$ cat src/rtl/switch_out_buffer_80_if.sv
// Port bundle for the 80-bit switch output buffer: allocator-facing write side and link-facing read side.
// Write side: a flit is taken on an edge where VALID_in=1 and busy_out=0; otherwise the allocator holds it.
// Read side: the head flit is consumed on an edge where VALID_out=1 and BWDAUX1_in=0 (stall=0).
interface switch_out_buffer_80_if #(
  parameter int FLIT_W = 80,
  parameter int DEPTH  = 4,
  parameter int OCC_W  = $clog2(DEPTH) + 1
);
  logic [FLIT_W-1:0] FLIT_in;
  logic              VALID_in;
  logic              FWDAUX1_in;
  logic              shift_ctl;
  logic              busy_out;
  logic [FLIT_W-1:0] FLIT_out;
  logic              VALID_out;
  logic              FWDAUX1_out;
  logic              BWDAUX1_in;
  logic [OCC_W-1:0]  occupancy;

  modport master (
    output FLIT_in, VALID_in, FWDAUX1_in, shift_ctl, BWDAUX1_in,
    input  busy_out, FLIT_out, VALID_out, FWDAUX1_out, occupancy
  );

  modport slave (
    input  FLIT_in, VALID_in, FWDAUX1_in, shift_ctl, BWDAUX1_in,
    output busy_out, FLIT_out, VALID_out, FWDAUX1_out, occupancy
  );
endinterface

$ cat src/rtl/switch_out_buffer_80.sv
// Output-side elastic FIFO of a NoC switch port: captures granted flits, optionally trims one
// route hop on write, and drives the link with stall/go flow control.
module switch_out_buffer_80 #(
  parameter int FLIT_W  = 80,
  parameter int FTYPE_W = 2,
  parameter int PORT_W  = 3,
  parameter int DEPTH   = 4
) (
  input logic clk,
  input logic rst,
  switch_out_buffer_80_if.slave bus
);
  localparam int AW = $clog2(DEPTH);
  localparam int CW = AW + 1;
  localparam int HI = FTYPE_W + PORT_W;

  logic [FLIT_W:0]   mem [DEPTH];
  logic [AW-1:0]     wr_ptr;
  logic [AW-1:0]     rd_ptr;
  logic [CW-1:0]     count;
  logic              full;
  logic              not_empty;
  logic              wr;
  logic              rd;
  logic [FLIT_W-1:0] wr_flit;
  logic [FLIT_W:0]   head;

  // busy is decoded from the registered count only, so no input reaches it combinationally
  assign full      = (count == CW'(DEPTH));
  assign not_empty = (count != '0);
  assign wr        = bus.VALID_in & ~full;
  assign rd        = not_empty & ~bus.BWDAUX1_in;

  // Hop trim keeps the type field, drops the consumed hop and zero-fills the MSBs
  always_comb begin
    wr_flit = bus.FLIT_in;
    if (bus.shift_ctl)
      wr_flit = {{PORT_W{1'b0}}, bus.FLIT_in[FLIT_W-1:HI], bus.FLIT_in[FTYPE_W-1:0]};
  end

  // Storage needs no reset: every output is gated by not_empty
  always_ff @(posedge clk) begin
    if (wr) mem[wr_ptr] <= {bus.FWDAUX1_in, wr_flit};
  end

  always_ff @(posedge clk or posedge rst) begin
    if (rst) begin
      wr_ptr <= '0;
      rd_ptr <= '0;
      count  <= '0;
    end else begin
      if (wr) wr_ptr <= wr_ptr + 1'b1;
      if (rd) rd_ptr <= rd_ptr + 1'b1;
      case ({wr, rd})
        2'b10:   count <= count + 1'b1;
        2'b01:   count <= count - 1'b1;
        default: count <= count;
      endcase
    end
  end

  assign head            = mem[rd_ptr];
  assign bus.busy_out    = full;
  assign bus.VALID_out   = not_empty;
  assign bus.FLIT_out    = not_empty ? head[FLIT_W-1:0] : '0;
  assign bus.FWDAUX1_out = not_empty & head[FLIT_W];
  assign bus.occupancy   = count;
endmodule

$ cat src/flat_wrapper.sv
// flat-port wrapper written by rule: the top's interface ports become plain ports
module switch_out_buffer_80_flat 
#(
  parameter int FLIT_W  = 80,
  parameter int FTYPE_W = 2,
  parameter int PORT_W  = 3,
  parameter int DEPTH   = 4
)
  (clk, rst, bus_FLIT_in, bus_VALID_in, bus_FWDAUX1_in, bus_shift_ctl, bus_BWDAUX1_in, bus_busy_out, bus_FLIT_out, bus_VALID_out, bus_FWDAUX1_out, bus_occupancy);
  switch_out_buffer_80_if #(.FLIT_W(FLIT_W), .DEPTH(DEPTH)) bus_i ();
  input logic clk;
  input logic rst;
  input wire logic [$bits(bus_i.FLIT_in)-1:0] bus_FLIT_in;
  input wire logic [$bits(bus_i.VALID_in)-1:0] bus_VALID_in;
  input wire logic [$bits(bus_i.FWDAUX1_in)-1:0] bus_FWDAUX1_in;
  input wire logic [$bits(bus_i.shift_ctl)-1:0] bus_shift_ctl;
  input wire logic [$bits(bus_i.BWDAUX1_in)-1:0] bus_BWDAUX1_in;
  output wire logic [$bits(bus_i.busy_out)-1:0] bus_busy_out;
  output wire logic [$bits(bus_i.FLIT_out)-1:0] bus_FLIT_out;
  output wire logic [$bits(bus_i.VALID_out)-1:0] bus_VALID_out;
  output wire logic [$bits(bus_i.FWDAUX1_out)-1:0] bus_FWDAUX1_out;
  output wire logic [$bits(bus_i.occupancy)-1:0] bus_occupancy;
  assign bus_i.FLIT_in = bus_FLIT_in;
  assign bus_i.VALID_in = bus_VALID_in;
  assign bus_i.FWDAUX1_in = bus_FWDAUX1_in;
  assign bus_i.shift_ctl = bus_shift_ctl;
  assign bus_i.BWDAUX1_in = bus_BWDAUX1_in;
  assign bus_busy_out = bus_i.busy_out;
  assign bus_FLIT_out = bus_i.FLIT_out;
  assign bus_VALID_out = bus_i.VALID_out;
  assign bus_FWDAUX1_out = bus_i.FWDAUX1_out;
  assign bus_occupancy = bus_i.occupancy;
  switch_out_buffer_80 #(.FLIT_W(FLIT_W), .FTYPE_W(FTYPE_W), .PORT_W(PORT_W), .DEPTH(DEPTH)) u_core (.clk(clk), .rst(rst), .bus(bus_i));
endmodule
$ cat config.mk
export PLATFORM = sky130hd
export DESIGN_NAME = switch_out_buffer_80_flat
export DESIGN_NICKNAME = d
export VERILOG_FILES = /design/src/rtl/switch_out_buffer_80_if.sv /design/src/rtl/switch_out_buffer_80.sv /design/src/flat_wrapper.sv
export SDC_FILE = /design/constraint.sdc
export NUM_CORES = 1
export LEC_CHECK = 0
export ABC_AREA = 1
export BUFFER_PORTS_ARGS = -buffer_cell sky130_fd_sc_hd__buf_2
export CAP_MARGIN = 0
export CORE_MARGIN = 2
export CORE_UTILIZATION = 25
export CTS_CLUSTER_DIAMETER = 80
export DETAILED_ROUTE_END_ITERATION = 8
export GPL_TIMING_DRIVEN = 0
export HOLD_SLACK_MARGIN = 0.02
export SYNTH_ARGS = -nofsm -noshare
export SYNTH_HDL_FRONTEND = slang
export SYNTH_SLANG_ARGS = --single-unit
$ cat constraint.sdc
create_clock -name clk -period 4.65 [get_ports clk]
set_clock_uncertainty 0.1 [all_clocks]
set_input_delay 0.2325 -clock clk [delete_from_list [all_inputs] [get_ports clk]]
set_output_delay 0.2325 -clock clk [all_outputs]
set_load 0.1 [all_outputs]
==> impl_metrics.csv, run 1 <==
group,metric,value,unit
timing,period_share,0.650,
yosys,synth_seq_cells,331,
yosys,synth_nets,1635,
layout,fin_nets,1867,
global_routing,met1_usage,0.181,
global_routing,grt_overflow,0,
yosys,synth_top_area_cell,"edfxtp_1",
setup_path,start_kind,"register",
layout,area_delta_synth_final,22.2,%
routing,antenna_left,0,
yosys,avgSynthCellArea,9.73,um2
timing,finalHoldViolCount,0,
timing,max-slew-margin-rel,0.482,
layout,drive_gt1_frac,0.162,
yosys,synth_top_area_share,0.648,
min_path,hold_class,"in -> reg",
placement,place_inst,2498,
floorplan,io_pins,172,
global_routing,grt_use_met3,0.0234,
setup_path,cp-end-kind,"output port",
layout,n_fill_cell,6068,
routing,wl_per_cell,17.1,um
setup_path,cp_max_fo,10,
timing,setup_viol,0,
timing,min_period,3.02,ns
run_status,status,"completed",
global_routing,grtUsageMet2,0.230,
placement,gp_congestion,0.760,
layout,fin_cells,2571,
clock_tree,clock_sinks,331,
timing,timing.fmax,331,MHz
yosys,syn-cell-area,0.0150,mm2
yosys,synth.distinct_cells,17,
yosys,ys_seq_area_frac,0.660,
clock_tree,clk_pin_slew,0.06,ns
yosys,yosysWarnings,0,
placement,dp_hpwl,29400,um
clock_tree,htreeDepth,2,
setup_path,arrival,2.69,ns
layout,most-common-layout-cells,"inv_1 (379), nand2_1 (374), edfxtp_1 (324), buf_2 (224), nand3_1 (168)",
routing,routed_wl,44000,um
global_routing,grt-busiest-layer,"met2",
placement,post-place-ws,2.09,ns
layout,fin_area,0.0183,mm2
clock_tree,post_cts_resized,0,
timing,drv_slew,0,
flow_run,cap_violations,0,
layout,antennaDiodeCount,0,
clock_tree,clockBufferDepth,3,
routing,drt_iter0_drc,766,
yosys,syn_inst,1543,
setup_path,critPathKind,"reg -> out",
global_routing,antenna_found_initial,1,
timing,hold_slack,0.0367,ns
floorplan,fp-row-count,89,
timing,worst_slack,1.63,ns
routing,vias_per_cell,4.32,
placement,port_buffers,170,
global_routing,grt_max_degree,28,
placement,postPlaceCellArea,0.0171,mm2
floorplan,die_y,249,um
clock_tree,tritoncts,"done",
floorplan,core_area,0.0592,mm2
clock_tree,cts-buffers-inserted,36,
timing,rsz0062_at_grt,"no",
floorplan,die_w,249,um
clock_tree,cts_root_buf,"clkbuf_16",
routing,firstDrtPassIters,8,
global_routing,grt_pass1_vias,10963,
floorplan,die_area,0.0620,mm2
layout,final_common_cell,"inv_1",
floorplan,initial_utilization,0.253,
clock_tree,clkLatencyLatePin,0.51,ns
global_routing,grt_pass1_wl,65300,um
yosys,synthTopCellsByArea,"edfxtp_1 (65%), inv_1 (9.5%), nand2_1 (9.4%)",
routing,vias,11100,
timing,tightestPinTransition,0.778,ns
setup_path,cp.required,4.32,ns
routing,route.detailed.drc,0,
global_routing,track_usage,0.138,
-- worst paths after layout --
kind | start | to | slack [ns] | depth (start not counted)
max | u_core.rd_ptr[1]$_DFFE_PP0P_ | bus_FLIT_out[28] | 1.63 | 5
min | bus_FLIT_in[71] | u_core.mem[2][68]$_DFFE_PP_ | 0.04 | 2
max reg2reg | u_core.bus.occupancy[0]$_DFFE_PP0P_ | u_core.mem[0][37]$_DFFE_PP_ | 2.12 | 6
min reg2reg | u_core.bus.occupancy[0]$_DFFE_PP0P_ | u_core.bus.occupancy[0]$_DFFE_PP0P_ | 0.41 | 1
max in group asynchronous | rst | u_core.rd_ptr[0]$_DFFE_PP0P_ | 4.09 | 3
min in group asynchronous | rst | u_core.bus.occupancy[1]$_DFFE_PP0P_ | 0.11 | 3
-- timing repair --
action	CTS	global route
hold buffers	12	0
buffers inserted	0	0
hold endpoints to repair	44	0
-- through the flow --
stage | util | TNS, ns
2_1_floorplan | - | -280.37
3_3_place_gp | 0.284 | -1101.04
3_5_place_dp | 0.289 | 0
4_1_cts | 0.310 | 0
5_1_grt | 0.310 | 0
6_report | 0.310 | 0
-- cells in the mapped netlist, drive strengths merged --
cell and n:
clkbuf 22, nand2 374, o21ai 38, dfrtp 7, fa 1, ha 5, buf 55, a21oi 118
nand3 168, inv 382, mux2 2, nor2 44, nand4 1, xnor2 2, edfxtp 324
-- cells by family after synthesis --
family | count (synthesis) | synth area share
AO/OA/AOI/OAI | 156 | 0.0520
XOR/XNOR | 2 | 0.00117
adder cells (fa/ha/maj) | 6 | 0.00550
buffers and inverters | 459 | 0.119
flip-flops | 331 | 0.660
multiplexers | 2 | 0.00150
AND/OR/NAND/NOR | 587 | 0.161
-- worst max-delay path, stage by stage, from the launching register on --
cell and delay, ns:
dfrtp_1 0.41, inv_2 0.31, clkbuf_1 0.50, nand3_1 0.15
a21oi_1 0.31, buf_2 0.49
-- layout make-up --
class	count	area, um2	area share
Clock buffer	42	945	0.0515
Tap cell	773	967	0.0527
Buffer	77	357	0.0194
Multi-Input combinational cell	753	3350	0.183
Clock inverter	19	166	0.00907
Sequential cell	331	9900	0.540
Timing Repair Buffer	194	1220	0.0664
Inverter	382	1430	0.0782
-- metal layers --
layer | up-vias | part of all wire
li1 | 5342 | -
met1 | 5315 | 0.44
met2 | 356 | 0.48
met3 | 85 | 0.055
met4 | 2 | 0.027
met5 | - | 0.00030
-- state kept, by name, summed over array words and instances, names as in the netlist --
name and count:
u_core.mem 324, u_core.bus.occupancy 3, u_core.wr_ptr 2, u_core.rd_ptr 2
Power of run 1 is left out: the tool's default activity adds up to more than one toggle a clock period on the data nets, which glitch-free logic cannot reach.
==> run 2: changes to the inputs <==
==> constraint.sdc (replaced) <==
create_clock -name clk -period 3 [get_ports clk]
set_clock_uncertainty 0.1 [all_clocks]
set_input_delay 0.15 -clock clk [delete_from_list [all_inputs] [get_ports clk]]
set_output_delay 0.15 -clock clk [all_outputs]
set_load 0.1 [all_outputs]
==> run 2 against run 1 <==
- sequential cell count did not move
- wire length rose by 2.1%
- critical endpoint is now bus_FLIT_out[32]
- die area did not move
- highest routed layer unchanged
- sequential share of layout area fell by 2.2 points
- non-clock buffer count rose by 78
- final area rose by 4.4%
- largest cell class unchanged
- setup slack got worse by 1.6 ns
==> impl_metrics.csv, run 2 (synthesized netlist as in run 1, its figures left out) <==
group,metric,value,unit
layout,fin_area,0.0191,mm2
routing,wl_per_cell,17.0,um
global_routing,track_usage,0.141,
setup_path,ff2ff_setup_slack,0.40,ns
floorplan,fp-row-count,89,
placement,dp_hpwl,29500,um
placement,postPlaceCellArea,0.0171,mm2
setup_path,cp-end-kind,"output port",
timing,min_period,2.96,ns
clock_tree,clk_pin_slew,0.06,ns
routing,antenna_left,0,
clock_tree,cts-buffers-inserted,36,
run_status,status,"completed",
global_routing,grt_max_degree,26,
floorplan,core_area,0.0592,mm2
clock_tree,clkLatencyLatePin,0.53,ns
clock_tree,htreeDepth,2,
clock_tree,tritoncts,"done",
placement,gp_congestion,0.771,
layout,drive_gt1_frac,0.164,
min_path,min_to,"u_core.mem[3][40]$_DFFE_PP_",
clock_tree,clock_sinks,331,
global_routing,grt-busiest-layer,"met2",
timing,rsz0062_at_grt,"yes",
routing,drt_iter0_drc,874,
setup_path,arrival,2.71,ns
layout,final_common_cell,"inv_1",
global_routing,grt_pass1_wl,66400,um
floorplan,die_y,249,um
timing,timing.fmax,338,MHz
layout,top_register,"u_core.mem",
routing,route.detailed.drc,0,
layout,area_delta_synth_final,27.5,%
timing,tightestPinTransition,0.834,ns
layout,fin_cells,2649,
timing,period_share,0.987,
placement,port_buffers,170,
setup_path,regToRegStartpoint,"u_core.bus.occupancy[1]$_DFFE_PP0P_",
routing,vias,11336,
timing,drv_slew,0,
placement,place_inst,2498,
global_routing,grtUsageMet2,0.241,
layout,antennaDiodeCount,0,
global_routing,grt_use_met3,0.0245,
floorplan,initial_utilization,0.253,
setup_path,cp_max_fo,10,
setup_path,start_kind,"register",
setup_path,cp.required,2.75,ns
setup_path,critPathKind,"reg -> out",
timing,finalHoldViolCount,0,
layout,most-common-layout-cells,"inv_1 (379), nand2_1 (374), edfxtp_1 (324), buf_2 (222), nand3_1 (167)",
routing,vias_per_cell,4.28,
global_routing,grt_overflow,0,
clock_tree,cts_root_buf,"clkbuf_16",
clock_tree,cts_setup_buffers,0,
flow_run,cap_violations,0,
global_routing,antenna_found_initial,1,
global_routing,grt_pass1_vias,11105,
setup_path,reg2regPathDepth,6,
global_routing,met1_usage,0.183,
timing,max-slew-margin-rel,0.444,
floorplan,die_w,249,um
clock_tree,clockBufferDepth,3,
layout,fin_nets,1945,
min_path,hp-start,"bus_FLIT_in[43]",
min_path,hold_depth,3,
timing,setup_tns,0,ns
routing,routed_wl,45000,um
routing,firstDrtPassIters,6,
timing,setup_viol,0,
floorplan,die_area,0.0620,mm2
layout,largest_register_ffs,324,
min_path,hold_class,"in -> reg",
floorplan,io_pins,172,
setup_path,timing.rr.end,"u_core.mem[1][26]$_DFFE_PP_",
## run 2: cell types whose count changed in the layout (fill, tap and decap cells not counted), sizes merged
cell / delta
bufinv: -1
clkbuf: +2
clkinv: -2
clkinvlp: +2
dlygate4sd3: +78
inv: -1
## run 2: area by class of cell
type,instances,area (um2)
clock buffer,44,952
inverter,382,1430
timing repair buffer,272,2000
clock inverter,17,136
multi-input combinational,753,3380
sequential,331,9910
tap,773,967
fill,6062,40100
buffer,77,360
## run 2: worst max path at each step
stage / startpoint / end / slack [ns] / cells past startpoint
floorplan: u_core.bus.occupancy[2]$_DFFE_PP0P_ / bus_FLIT_out[11] / -0.29 / 5
global placement: u_core.bus.occupancy[1]$_DFFE_PP0P_ / u_core.mem[0][40]$_DFFE_PP_ / -0.94 / 4
detailed placement: u_core.bus.occupancy[1]$_DFFE_PP0P_ / u_core.mem[2][37]$_DFFE_PP_ / 0.37 / 6
CTS: u_core.rd_ptr[1]$_DFFE_PP0P_ / bus_FLIT_out[0] / 0.007 / 5
global route: u_core.rd_ptr[1]$_DFFE_PP0P_ / bus_FLIT_out[76] / -0.04 / 5
finish: u_core.rd_ptr[1]$_DFFE_PP0P_ / bus_FLIT_out[32] / 0.04 / 5
## run 2: metal layers
metal / share of wire / wire length, um
met1: 0.44 / 19700
met2: 0.48 / 21700
met3: 0.054 / 2440
met4: 0.026 / 1160
met5: 0.00024 / 11
## run 2: per-stage QoR
stage          hold slack (ns)  worst slack, ns  utilization
3_5_place_dp            0.0726            0.371        0.289
6_report                0.0353           0.0381        0.323
5_1_grt                 0.0316          -0.0407        0.323
4_1_cts                 0.0263          0.00678        0.323
3_3_place_gp            0.0672           -0.944        0.285
2_1_floorplan           -0.147           -0.295            -
## run 2: timing repair
item	4_1_cts	5_1_grt
gates resized for setup	4	2
setup endpoints to repair	3	12
endpoints found under the hold margin	335	0
hold buffers	90	0
## run 2: critical path: stages (launching register included)
cell     delay [ns]
dfrtp_1        0.41
inv_2          0.29
buf_1          0.52
nand3_1        0.14
a21oi_1        0.32
buf_2          0.50
Power of run 2 is left out for the same reason.
